`src/rtl/rpu_minsum_ctrl.sv`:
```
// Min-sum check-node row controller: streams one row of signed messages and
// reports the two smallest magnitudes, the index of the smallest and the sign product.
module rpu_minsum_ctrl #(
    parameter int unsigned W       = 6,
    parameter int unsigned MAX_DEG = 32,
    parameter int unsigned IDX_W   = 5
) (
    input  logic               clk,
    input  logic               rst_n,
    input  logic               start,
    input  logic [IDX_W:0]     deg,
    input  logic               in_valid,
    input  logic [W-1:0]       in_data,
    output logic               in_ready,
    output logic               out_valid,
    input  logic               out_ready,
    output logic [W-2:0]       min1,
    output logic [W-2:0]       min2,
    output logic [IDX_W-1:0]   min1_idx,
    output logic               sign_prod,
    output logic               busy,
    output logic               err
);

    localparam int unsigned MW    = W - 1;
    localparam int unsigned DEG_W = IDX_W + 1;

    // Elaboration guard: every beat index of a maximum-degree row must fit in min1_idx.
    if ((64'd1 << IDX_W) < 64'(MAX_DEG)) begin : g_idx_chk
        $error("rpu_minsum_ctrl: 2**IDX_W must be >= MAX_DEG");
    end

    typedef enum logic [1:0] {
        S_IDLE,
        S_ACCUM,
        S_DONE
    } state_t;

    state_t           state;
    state_t           next_state;
    logic [DEG_W-1:0] deg_q;
    logic [DEG_W-1:0] cnt;

    logic             deg_ok_c;
    logic             accept_c;
    logic             beat_c;
    logic             last_c;
    logic [W-1:0]     neg_c;
    logic [MW-1:0]    mag_c;

    // Row-start qualification and beat transfer decode.
    always_comb begin
        deg_ok_c = (deg != '0) && (deg <= DEG_W'(MAX_DEG));
        accept_c = (state == S_IDLE) && start && deg_ok_c;
        beat_c   = (state == S_ACCUM) && in_valid;
        last_c   = beat_c && (cnt == (deg_q - DEG_W'(1)));
    end

    // Magnitude of the incoming message; the most negative code saturates.
    always_comb begin
        neg_c = (~in_data) + W'(1);
        mag_c = in_data[MW-1:0];
        if (in_data[W-1]) begin
            if (in_data[MW-1:0] == '0) begin
                mag_c = '1;
            end else begin
                mag_c = neg_c[MW-1:0];
            end
        end
    end

    // Next-state logic.
    always_comb begin
        next_state = state;
        case (state)
            S_IDLE:  if (accept_c)  next_state = S_ACCUM;
            S_ACCUM: if (last_c)    next_state = S_DONE;
            S_DONE:  if (out_ready) next_state = S_IDLE;
            default: next_state = S_IDLE;
        endcase
    end

    // State register and registered handshake/status flags.
    always_ff @(posedge clk) begin
        if (!rst_n) begin
            state     <= S_IDLE;
            in_ready  <= 1'b0;
            out_valid <= 1'b0;
            busy      <= 1'b0;
            err       <= 1'b0;
        end else begin
            state     <= next_state;
            in_ready  <= (next_state == S_ACCUM);
            out_valid <= (next_state == S_DONE);
            busy      <= (next_state != S_IDLE);
            err       <= (state == S_IDLE) && start && !deg_ok_c;
        end
    end

    // Row datapath: results hold outside ACCUM until the next legal start.
    always_ff @(posedge clk) begin
        if (!rst_n) begin
            deg_q     <= '0;
            cnt       <= '0;
            min1      <= '0;
            min2      <= '0;
            min1_idx  <= '0;
            sign_prod <= 1'b0;
        end else if (accept_c) begin
            deg_q     <= deg;
            cnt       <= '0;
            min1      <= '1;
            min2      <= '1;
            min1_idx  <= '0;
            sign_prod <= 1'b0;
        end else if (beat_c) begin
            cnt       <= cnt + DEG_W'(1);
            sign_prod <= sign_prod ^ in_data[W-1];
            if (mag_c < min1) begin
                min2     <= min1;
                min1     <= mag_c;
                min1_idx <= cnt[IDX_W-1:0];
            end else if (mag_c < min2) begin
                min2 <= mag_c;
            end
        end
    end

endmodule

```
`config.mk`:
```
export PLATFORM = sky130hd
export DESIGN_NAME = rpu_minsum_ctrl
export DESIGN_NICKNAME = d
export VERILOG_FILES = /design/src/rtl/rpu_minsum_ctrl.sv
export SDC_FILE = /design/constraint.sdc
export NUM_CORES = 1
export LEC_CHECK = 0
export BUFFER_PORTS_ARGS = -buffer_cell sky130_fd_sc_hd__buf_4
export CAP_MARGIN = 10
export CORE_MARGIN = 8
export CORE_UTILIZATION = 55
export CTS_CLUSTER_DIAMETER = 80
export CTS_CLUSTER_SIZE = 14
export DETAILED_ROUTE_END_ITERATION = 7
export GPL_TIMING_DRIVEN = 0
export PLACE_DENSITY = 0.81
export SYNTH_ARGS = -nofsm -noshare
export SYNTH_HDL_FRONTEND = slang
export SYNTH_SLANG_ARGS = --single-unit
```
`constraint.sdc`:
```
create_clock -name clk -period 5.3 [get_ports clk]
set_input_delay 0.53 -clock clk [delete_from_list [all_inputs] [get_ports clk]]
set_output_delay 0.53 -clock clk [all_outputs]
set_load 0.05 [all_outputs]
```
==> Yosys cells after proc, flatten, opt, wreduce, memory -nomap -nowiden <==
Cells that the tools add are included.
{ "word_totals": {"elab_cells": 56, "register_bits": 34, "output_inout_bits": 20} }
{ "classes": {"muxes": 13, "n_reduce_logical": 18, "n_lt_le_gt_ge": 3, "n_addsub": 3, "n_eq_ne": 5, "n_bitwise": 3} }
{ "ops": {"columns": ["operator", "n"], "rows": [
  ["two-way mux 5 bit", 9],
  ["< comparator 5 bit", 2],
  ["adder 6 x 1 -> 6 bit (second input constant)", 1],
  ["equality test 6 bit", 1],
  ["<= comparator 6 bit (second input constant)", 1],
  ["logical AND 1 bit", 6],
  ["two-way mux 2 bit", 3],
  ["one-hot mux 2 bit (3 select lines)", 1],
  ["AND reduction 2 bit", 3],
  ["nonzero test 2 bit", 3],
  ["nonzero test 6 bit", 1],
  ["subtractor 6 x 1 -> 6 bit (second input constant)", 1],
  ["adder 5 x 1 -> 5 bit (second input constant)", 1],
  ["zero test 5 bit", 1],
  ["inverter 5 bit", 1],
  ["equality test 2 x 1 -> 1 bit (second input constant)", 2],
  ["equality test 2 bit (second input constant)", 2],
  ["nonzero test 3 bit", 1],
  ["zero test 2 bit", 1],
  ["OR reduction 2 bit", 1],
  ["zero test 1 bit", 1],
  ["inverter 1 bit", 1],
  ["bitwise XOR 1 bit", 1]
]} }

==> Longest topological paths before layout <==
Gate-level depths: netlist of the first run.
{ "depth": {"depth_word": 9, "ltp_mapped": 13, "depth_no_buf": 11} }

==> Worst setup path after synthesis of the first run <==
OpenSTA, ideal clock, no wires.
{ "synth_path": {"path_type": "input -> register", "startpoint": "in in_data[0]", "endpoint": "reg min1_idx[0]", "arrival_ns": 2.948, "path_stages": 13, "setup_time_ns": 0.116, "slack_ns": 2.236, "required_ns": 5.184, "path_buffers": 2, "cell_sequence": "inv_1 ha_1 or3b_4 or3_1 buf_6 nand2_1 ha_1 a41o_1 a21oi_1 o211a_1 buf_2 mux2i_1 nor2_1"} }
{ "synth_via": {"elab_chain_cells": 6, "elab_cells_between_ends": 7, "classes_between": "add/sub (1); order compare (1); mux (2); bitwise (1); reduce/logical (2)"} }
{ "synth_rtl": {"columns": ["item", "line_no", "text"], "rows": [
  ["start: declaration", "13", "input logic [W-1:0] in_data,"],
  ["inverter 5 bit", "61", "neg_c = (~in_data) + W'(1);"],
  ["adder 5 x 1 -> 5 bit", "61", null],
  ["two-way mux 5 bit", "64", "if (in_data[MW-1:0] == '0) begin"],
  ["two-way mux 5 bit *", "63", "if (in_data[W-1]) begin"],
  ["< comparator 5 bit *", "119", "if (mag_c < min1) begin"],
  ["AND reduction 2 bit (no source line) *", null, null],
  ["end signal: assignment", "122", "min1_idx <= cnt[IDX_W-1:0];"],
  ["end: declaration", "19", "output logic [IDX_W-1:0] min1_idx,"]
]} }
Mark *: on every way between the ends. The rest lies on a longest branch, timed or not.
A chain may end at the register's enable or synchronous reset.

==> Final worst setup path of the first run <==
{ "layout_path": {"startpoint": "in in_data[0]", "endpoint": "reg min2[2]"} }
{ "layout_via": {"elab_chain_cells": 8, "elab_cells_between_ends": 13, "classes_between": "add/sub (1); order compare (2); mux (6); bitwise (1); reduce/logical (3)"} }
{ "layout_rtl": {"columns": ["item", "line_no", "text"], "rows": [
  ["inverter 5 bit", "61", null],
  ["adder 5 x 1 -> 5 bit", "61", null],
  ["two-way mux 5 bit", "64", null],
  ["two-way mux 5 bit *", "63", null],
  ["< comparator 5 bit or two-way mux 5 bit (tied branches)", "119, 123", null],
  ["two-way mux 5 bit", "119", null],
  ["two-way mux 5 bit", "116", "end else if (beat_c) begin"],
  ["two-way mux 5 bit", "109", "end else if (accept_c) begin"],
  ["end signal: assignment", "120", "min2 <= min1;"],
  ["end signal: assignment", "124", "min2 <= mag_c;"],
  ["end: declaration", "18", "output logic [W-2:0] min2,"]
]} }
Mark *: on every way between the ends. The rest lies on a longest branch, timed or not. The select of a mux whose other input is x is not followed.

==> results of run 1 <==
## Yosys cell counts (all sizes together), types with 3 or more instances
cell type and count:
nor2b 3, o21a 3, xnor2 10, a21oi 11, nand3 4, ha 11
xor2 6, a2111oi 5, nor2 16, nor3 11, nand2 23, mux2i 11
a211oi 7, inv 15, buf 6, dfxtp 34, a311oi 4
## per-stage QoR
step                std cells  setup slack [ps]
detailed placement        289              1888
CTS                       297              2238
finish                    297              2224
floorplan                 207              2236
global route              297              2110
global placement          289              1932
## cell families after synthesis
logic type      share of synthesized area
mux                               0.05910
fa+ha+maj                         0.07387
compound gates                     0.1786
xor+xnor                          0.07522
flops                              0.3653
buf+inv                           0.06043
simple gates                       0.1874
## worst register-to-register path, cell delays in order (launching register included)
cell and delay (ps):
dfxtp_1 410, inv_1 60, ha_1 320, a41o_1 210, a21oi_1 180, o211a_1 190, buf_2 200, a2111oi_0 90
a211oi_1 260
## flip-flops by register name, indices dropped and copies added, names as in the netlist
signal / flops
min1_idx: 5
state: 2
err: 1
out_valid: 1
busy: 1
deg_q: 6
in_ready: 1
sign_prod: 1
min1: 5
min2: 5
cnt: 6
## power groups by stage
stage	logic [mW]	registers (mW)	clock network [mW]
finish	0.176	0.282	0.194
global route	0.192	0.284	0.212
CTS	0.176	0.281	0.199
detailed placement	0.176	0.287	0
global placement	0.172	0.287	0
floorplan	0.0918	0.320	0
## layer usage
metal / GRT usage / routed length (µm) / vias up / share of wire
met3: 0.04987 / 183 / 6 / 0.044
met5: 0 / 0 / - / 0
met4: 0.08869 / 71 / 0 / 0.017
met1: 0.2088 / 2028 / 760 / 0.49
met2: 0.2471 / 1896 / 28 / 0.45
li1: - / - / 830 / -
## final cells by class
type                            instances  area (µm²)
Buffer                                  7       52.55
Tap cell                               46       57.56
Clock inverter                          3       45.04
Fill cell                             291        1011
Inverter                               16       60.06
Clock buffer                            5       37.54
Multi-Input combinational cell        150        1070
Timing Repair Buffer                   36       270.3
Sequential cell                        34       680.7
## worst min-delay path by stage
stage                          start                     to  slack (ps)  depth (start not counted)
2_1_floorplan  deg_q[5]$_SDFFE_PN0P_  deg_q[5]$_SDFFE_PN0P_         450                          2
3_3_place_gp   deg_q[5]$_SDFFE_PN0P_  deg_q[5]$_SDFFE_PN0P_         460                          2
3_5_place_dp   deg_q[5]$_SDFFE_PN0P_  deg_q[5]$_SDFFE_PN0P_         470                          2
6_report                      deg[2]  deg_q[2]$_SDFFE_PN0P_         440                          3
4_1_cts                       deg[3]  deg_q[3]$_SDFFE_PN0P_         420                          3
5_1_grt                       deg[3]  deg_q[3]$_SDFFE_PN0P_         420                          3
==> run_results.csv, run 1 <==
group,metric,value,unit
outcome,status,"finished, final reports clean",
clock_network,cts_buffers,5,
floorplanning,io_pins,37,
clock_network,cts_tree,"yes",
worst_setup_path,end_kind,"flip-flop",
pwr,finalPower,651.0,µW
worst_setup_path,cp_max_fo,10,
pwr,sw_frac_of_total,0.3265,
clock_network,post_cts_resized,0,
worst_setup_path,crit_path_start_kind,"input pin",
clock_network,postCtsSetupBuffers,0,
floorplanning,die_h,74.20,µm
detailed_routing,num_vias,1624,
timing,hold_viol_final,0,
detailed_routing,drt-initial-drc-count,93,
detailed_routing,wirelength,4179,µm
grt,grtUsageTotal,0.1660,
placement,dpl_cell_area,2191,µm²
clock_network,clk_latency,340,ps
run,maxCapViolCount,0,
floorplanning,row_count,21,
worst_setup_path,cp_num_buf_inv,4,
timing,period_minus_slack,3076,ps
pwr,p_clk_frac,0.297,
clock_network,cts_hold_buf,0,
synthesis,syn_inst,207,
finish,drive_gt1_frac,0.2311,
placement,post-dp-hpwl,3239,µm
finish,nets,278,
synthesis,yosysTopAreaCell,"dfxtp_1",
synthesis,yosys_most_used_dff,"dfxtp_1",
worst_setup_path,r2r_start,"min1[4]$_SDFFE_PN0P_",
worst_setup_path,critPathLaunch,"in_data[0]",
pwr,pwr-share-seq,0.433,
grt,grt_pass1_wl,7079,µm
synthesis,synth_fp_nets,235,
clock_network,clock-sinks,34,
finish,area_growth,22.03,%
timing,slew_headroom,0.6077,
detailed_routing,first_pass_iters,4,
detailed_routing,viasPerCell,5.468,
grt,grt_pass1_vias,1606,
worst_setup_path,reg2reg_depth,8,
floorplanning,fp.dieArea,5506,µm²
worst_setup_path,cp_common_cell,"ha_1",
finish,final_common_cell,"buf_4",
finish,final_cell_mix,"buf_4, dfxtp_1, nand2_1",
floorplanning,coreArea,3284,µm²
timing,fin_crit_sh,0.5803,
pwr,ir_drop,0.0001680,V
worst_setup_path,r2r-end,"min2[2]$_SDFFE_PN0P_",
synthesis,synth_area,1863,µm²
synthesis,synthArstFlopShare,0,
synthesis,synthDominantCellAreaShare,0.3653,
worst_setup_path,crit_end,"min2[2]$_SDFFE_PN0P_",
timing,maxSlewViolCount,0,
finish,final_core_util,0.6922,
worst_setup_path,slowest_stage,"or3b_4",
worst_setup_path,cp_num_cells,14,
grt,antenna_found_initial,0,
synthesis,synth_enable_flop_cells,0,
min_path,worstHoldPathType,"input pin to flip-flop",
detailed_routing,drc,0,
worst_setup_path,cp_data_required_time,5560,ps
synthesis,yosysSeqAreaShare,0.3653,
pwr,p_leak,0.9514,nW
clock_network,clkTransAtPathRegs,110,ps
synthesis,yosys.cell_types.count,44,
worst_setup_path,cpLargestDelayFamily,"compound AO/OA/AOI/OAI gates",
timing,fin_skew,5.343,ps
placement,portBuffers,36,
timing,rsz0062_at_grt,"false",
pwr,intPower,438.4,µW
timing,final-setup-viol-count,0,
timing,whs,437.9,ps
floorplanning,die_x,74.20,µm
floorplanning,initial_core_util,0.5672,
synthesis,yosysWarnings,0,
finish,diodes,0,
timing,tns,0,ps
clock_network,cts_root_buffer,"clkbuf_4",
worst_setup_path,reg2reg_setup_slack,3280,ps
detailed_routing,ant_nets,0,
synthesis,synth_area_leaders,"dfxtp_1, ha_1, mux2i_1, xnor2_1, nand2_1",
placement,gp_congestion,0.8575,
detailed_routing,wl_per_cell,14.07,µm
worst_setup_path,crit_type,"input pin to flip-flop",
worst_setup_path,arrival,3330,ps
pwr,combPwrFrac,0.270,
timing,fmax,325.1,MHz
grt,grt_remaining_overflow,0,
synthesis,synth_area_per_cell,9.000,µm²
worst_setup_path,path_cells,"buf_4 -> inv_1 -> ha_1 -> or3b_4 -> or3_1 -> buf_6 -> nand2_1 -> ha_1 -> a41o_1 -> a21oi_1 -> o211a_1 -> buf_2 -> a2111oi_0 -> a211oi_1",
finish,postLayoutCellArea,2273,µm²
worst_setup_path,slowest_delay,380,ps
timing,max_slew.worst_pin.slew,584.9,ps
clock_network,cts.path.max_buffers,2,
synthesis,synth_seq_cells,34,
pwr,powerDensity,286.4,nW/µm²
pwr,p_switching,212.6,µW
clock_network,h-tree-depth,2,
grt,grt_max_degree,13,
Power figures use the tool's default switching activity.
==> inputs of run 2 (changes only) <==
- CORE_UTILIZATION: 55 -> 54
- PLACE_DENSITY: 0.81 -> 0.79
- clock period: 5.3 -> 3.1 ns (I/O delays scaled with it)
==> run 2 against run 1 <==
  * Clock skew increased by 0.99 ps
  * Sequential power increased by 71%
  * Cell count unchanged
  * Total power increased by 59%
  * Critical endpoint is now min2[0]$_SDFFE_PN0P_
  * Largest cell class unchanged
==> run_results.csv, run 2 (synthesis gave the netlist of run 1 again) <==
group,metric,value,unit
placement,gp_congestion,0.8281,
outcome,status,"finished, final reports clean",
timing,fin_crit_sh,0.9267,
worst_setup_path,cp_data_required_time,3350,ps
detailed_routing,viasPerCell,5.448,
floorplanning,fp.dieArea,5585,µm²
detailed_routing,wirelength,4119,µm
floorplanning,die_h,74.74,µm
pwr,intPower,690.3,µW
finish,area_growth,20.82,%
finish,final_cell_mix,"buf_4, dfxtp_1, nand2_1",
finish,final_common_cell,"buf_4",
worst_setup_path,arrival,3130,ps
grt,antenna_found_initial,0,
detailed_routing,drc,0,
worst_setup_path,crit_path_start_kind,"input pin",
clock_network,clk_latency,340,ps
detailed_routing,ant_nets,0,
clock_network,cts_buffers,5,
grt,grt_pass1_wl,6906,µm
placement,post-dp-hpwl,3201,µm
detailed_routing,wl_per_cell,13.87,µm
grt,grtUsageTotal,0.1583,
floorplanning,row_count,21,
timing,fin_skew,6.332,ps
clock_network,cts.path.max_buffers,2,
detailed_routing,drt-initial-drc-count,76,
worst_setup_path,r2r-end,"min2[0]$_SDFFE_PN0P_",
finish,drive_gt1_frac,0.2271,
clock_network,cts_root_buffer,"clkbuf_4",
detailed_routing,first_pass_iters,4,
worst_setup_path,r2r_start,"min1[4]$_SDFFE_PN0P_",
worst_setup_path,crit_type,"input pin to flip-flop",
timing,maxSlewViolCount,0,
clock_network,postCtsSetupBuffers,0,
grt,grt_remaining_overflow,0,
worst_setup_path,end_kind,"flip-flop",
detailed_routing,num_vias,1618,
pwr,finalPower,1.035,mW
worst_setup_path,reg2reg_depth,8,
clock_network,clkTransAtPathRegs,100,ps
pwr,p_clk_frac,0.244,
floorplanning,coreArea,3337,µm²
finish,nets,278,
pwr,sw_frac_of_total,0.3333,
timing,period_minus_slack,2873,ps
timing,fmax,348.1,MHz
timing,max_slew.worst_pin.slew,634.4,ps
floorplanning,die_x,74.74,µm
timing,rsz0062_at_grt,"false",
clock_network,cts_tree,"yes",
pwr,p_switching,345.0,µW
floorplanning,initial_core_util,0.5583,
min_path,hold_depth,3,
run,maxCapViolCount,0,
grt,grt_max_degree,11,
clock_network,h-tree-depth,2,
min_path,min_to,"deg_q[2]$_SDFFE_PN0P_",
finish,diodes,0,
placement,dpl_cell_area,2191,µm²
timing,final-setup-viol-count,0,
grt,grt_pass1_vias,1602,
clock_network,post_cts_resized,0,
finish,postLayoutCellArea,2251,µm²
pwr,pwr-share-seq,0.464,
placement,portBuffers,36,
floorplanning,io_pins,37,
clock_network,cts_hold_buf,0,
min_path,hp-start,"deg[2]",
pwr,p_leak,0.9493,nW
clock_network,clock-sinks,34,
finish,reg_top3,"cnt: 6 flops, deg_q: 6 flops",
pwr,powerDensity,459.9,nW/µm²
pwr,combPwrFrac,0.291,
pwr,ir_drop,0.0002508,V
worst_setup_path,reg2reg_setup_slack,1070,ps
worst_setup_path,cp_max_fo,10,
timing,slew_headroom,0.5745,
timing,hold_viol_final,0,
timing,whs,215.6,ps
min_path,worstHoldPathType,"input pin to flip-flop",
==> run 2: changes by cell type in the layout (fill, tap and decap cells not counted) <==
cell,before,now
clkinvlp_4,2,0
bufinv_16,1,0
clkbuf_1,1,2
clkbuf_8,0,1
clkinv_2,0,1
==> run 2: worst max-delay path by stage <==
stage                     from                  endpoint  slack [ps]  depth (start not counted)
CTS                 in_data[0]      min2[0]$_SDFFE_PN0P_         290                         14
detailed placement  in_data[0]  min1_idx[0]$_SDFFE_PP0P_         -90                         14
global route        in_data[0]  min1_idx[2]$_SDFFE_PP0P_          80                         14
global placement    in_data[0]  min1_idx[2]$_SDFFE_PP0P_         -60                         14
finish              in_data[0]      min2[0]$_SDFFE_PN0P_         230                         14
floorplan           in_data[0]  min1_idx[0]$_SDFFE_PP0P_         260                         13
==> run 2: power groups by stage <==
stage	Combinational [mW]	Clock (mW)	Sequential [mW]
after floorplan	0.157	0	0.547
after CTS	0.302	0.268	0.481
after global placement	0.294	0	0.490
after global routing	0.327	0.282	0.484
after detailed placement	0.300	0	0.491
final	0.301	0.253	0.481
==> run 2: worst max-delay path: stages <==
cell	delay, ps
buf_4	130
inv_1	110
ha_1	170
or3b_4	390
or3_1	330
buf_6	150
nand2_1	110
ha_1	260
a41o_1	240
a21oi_1	180
o211a_1	190
buf_2	200
a2111oi_0	100
a211oi_1	250
==> run 2: cell type report <==
| type | instances | area (µm²) |
|---|---|---|
| multi-input cells | 150 | 1070 |
| repair buffers | 36 | 270.3 |
| clock inverters | 1 | 5.005 |
| inverters | 16 | 60.06 |
| plain buffers | 7 | 52.55 |
| fillers | 290 | 1086 |
| flip-flops and latches | 34 | 680.7 |
| clock buffers | 7 | 55.05 |
| well taps | 46 | 57.56 |
==> run 2: per-stage QoR <==
step,std cells,utilization,setup slack (ps),setup TNS (ps)
floorplan,207,-,256.0,0
global placement,289,0.6565,-58.35,-537.5
detailed placement,289,0.6565,-85.02,-968.6
CTS,297,0.6745,286.2,0
global route,297,0.6745,78.19,0
finish,297,0.6745,227.3,0
==> run 2: per-layer routing <==
metal  GRT usage  part of all wire
met1      0.1908              0.46
met2      0.2546              0.47
met3     0.04394             0.054
met4     0.07174             0.016
met5           0                 0
==> inputs of run 3 (changes only) <==
- CTS_BUF_LIST: not set -> sky130_fd_sc_hd__clkbuf_16
==> run 3 against run 2 <==
  * Cell count unchanged
  * Flip-flop and latch count unchanged
  * Critical path depth did not move
  * Highest routed layer unchanged
  * Non-clock buffer count unchanged
  * Register-to-register slack got worse by 20 ps
  * Clock-buffer cell count shrank 2
==> run_results.csv, run 3 (synthesis gave the netlist of run 1 again) <==
group,metric,value,unit
finish,reg_top3,"cnt: 6 flops, deg_q: 6 flops",
clock_network,cts_tree,"yes",
placement,dpl_cell_area,2191,µm²
finish,nets,278,
timing,final-setup-viol-count,0,
timing,period_minus_slack,2956,ps
timing,whs,289.6,ps
pwr,p_leak,0.9853,nW
grt,grtUsageTotal,0.1624,
grt,grt_max_degree,11,
floorplanning,row_count,21,
detailed_routing,ant_nets,0,
worst_setup_path,end_kind,"flip-flop",
finish,multi_input_area,1074,µm²
finish,area.sequential,680.7,µm²
finish,final_cell_mix,"buf_4, dfxtp_1, nand2_1",
placement,post-dp-hpwl,3201,µm
detailed_routing,drt-initial-drc-count,60,
timing,maxSlewViolCount,0,
clock_network,cts_buffers,5,
floorplanning,initial_core_util,0.5583,
min_path,worstHoldPathType,"input pin to flip-flop",
run,maxCapViolCount,0,
detailed_routing,viasPerCell,5.444,
clock_network,clkTransAtPathRegs,50,ps
worst_setup_path,arrival,3130,ps
timing,fin_ws,143.7,ps
floorplanning,io_pins,37,
finish,drive_gt1_frac,0.2271,
pwr,ir_drop,0.0003361,V
placement,gp_congestion,0.8281,
timing,fin_skew,3.844,ps
finish,fin_cells,297,
clock_network,h-tree-depth,2,
floorplanning,coreArea,3337,µm²
detailed_routing,num_vias,1617,
clock_network,cts_root_buffer,"clkbuf_16",
placement,placedCellCount,289,
floorplanning,fp.dieArea,5585,µm²
floorplanning,die_h,74.74,µm
outcome,status,"finished, final reports clean",
pwr,p_clk_frac,0.368,
detailed_routing,drc,0,
clock_network,clk_latency,280,ps
pwr,p_switching,375.8,µW
clock_network,cts.path.max_buffers,2,
timing,rsz0062_at_grt,"false",
pwr,combPwrFrac,0.246,
worst_setup_path,cp_data_required_time,3280,ps
pwr,finalPower,1.248,mW
pwr,powerDensity,534.2,nW/µm²
floorplanning,die_x,74.74,µm
clock_network,cts_hold_buf,0,
detailed_routing,wirelength,4260,µm
detailed_routing,first_pass_iters,5,
min_path,hold_depth,3,
grt,antenna_found_initial,0,
timing,fmax,338.3,MHz
timing,slew_headroom,0.5642,
grt,grt_remaining_overflow,0,
clock_network,postCtsSetupBuffers,0,
clock_network,clock-sinks,34,
worst_setup_path,crit_type,"input pin to flip-flop",
worst_setup_path,cp_max_fo,10,
grt,grt_pass1_vias,1624,
timing,hold_viol_final,0,
timing,fin_crit_sh,0.9537,
finish,n_fill_cell,277,
placement,portBuffers,36,
pwr,sw_frac_of_total,0.3010,
finish,diodes,0,
finish,final_common_cell,"buf_4",
grt,grt_pass1_wl,7058,µm
timing,max_slew.worst_pin.slew,649.8,ps
pwr,pwr-share-seq,0.386,
finish,area_growth,25.45,%
finish,postLayoutCellArea,2337,µm²
worst_setup_path,crit_path_start_kind,"input pin",
worst_setup_path,reg2reg_depth,8,
placement,place_worst_setup_slack,-85.02,ps
pwr,intPower,872.7,µW
detailed_routing,wl_per_cell,14.34,µm
[run 3: changes by cell type in the layout (fill, tap and decap cells not counted)]
cell and delta:
clkinv_1 +1, clkbuf_4 -3, a21oi_1 -1, buf_2 -2
clkbuf_8 -1, a21oi_2 +1, clkbuf_1 -1, inv_1 +1
clkbuf_16 +5
[run 3: layer usage]
layer | share of wire | global-route usage | vias up
met5 | 0 | 0 | -
met4 | 0.014 | 0.06739 | 0
met3 | 0.035 | 0.04394 | 5
met2 | 0.46 | 0.2614 | 33
met1 | 0.49 | 0.1986 | 755
li1 | - | - | 824
[run 3: power by group through the flow]
stage	logic [mW]	registers (mW)	clock network (mW)
after detailed placement	0.300	0.491	0
after CTS	0.304	0.482	0.468
after floorplan	0.157	0.547	0
after global placement	0.294	0.490	0
final	0.307	0.482	0.460
after global routing	0.332	0.485	0.486
[run 3: area by class of cell]
cell class	count	area share
timing repair buffer	36	0.1156
inverter	16	0.02570
multi-input combinational	150	0.4593
tap	46	0.02463
buffer	7	0.02463
clock buffer	5	0.05353
clock inverter	3	0.005353
sequential	34	0.2912
[run 3: final timing paths]
path              slack [ps]                     to                  start
setup / recovery         140   min2[0]$_SDFFE_PN0P_             in_data[0]
hold / removal           290  deg_q[2]$_SDFFE_PN0P_                 deg[2]
setup reg to reg        1050   min2[0]$_SDFFE_PN0P_   min1[4]$_SDFFE_PN0P_
hold reg to reg          480  deg_q[5]$_SDFFE_PN0P_  deg_q[5]$_SDFFE_PN0P_
[run 3: worst max-delay path, stage by stage]
cell	delay, ps
buf_4	130
inv_1	110
ha_1	170
or3b_4	390
or3_1	330
buf_6	150
nand2_1	110
ha_1	260
a41o_1	260
a21oi_2	170
o211a_1	200
clkbuf_4	190
a2111oi_0	80
a211oi_1	270
[run 3: timing repair]
action	CTS	global route
resized for setup	0	3
setup endpoints to repair	0	14
hold endpoints to repair	0	0
[run 3: per-stage QoR]
| step | utilization | setup TNS (ps) |
|---|---|---|
| final | 0.7004 | 0 |
| after global routing | 0.7004 | 0 |
| after CTS | 0.6978 | 0 |
| after detailed placement | 0.6565 | -968.6 |
| after global placement | 0.6565 | -537.5 |
| after floorplan | - | 0 |
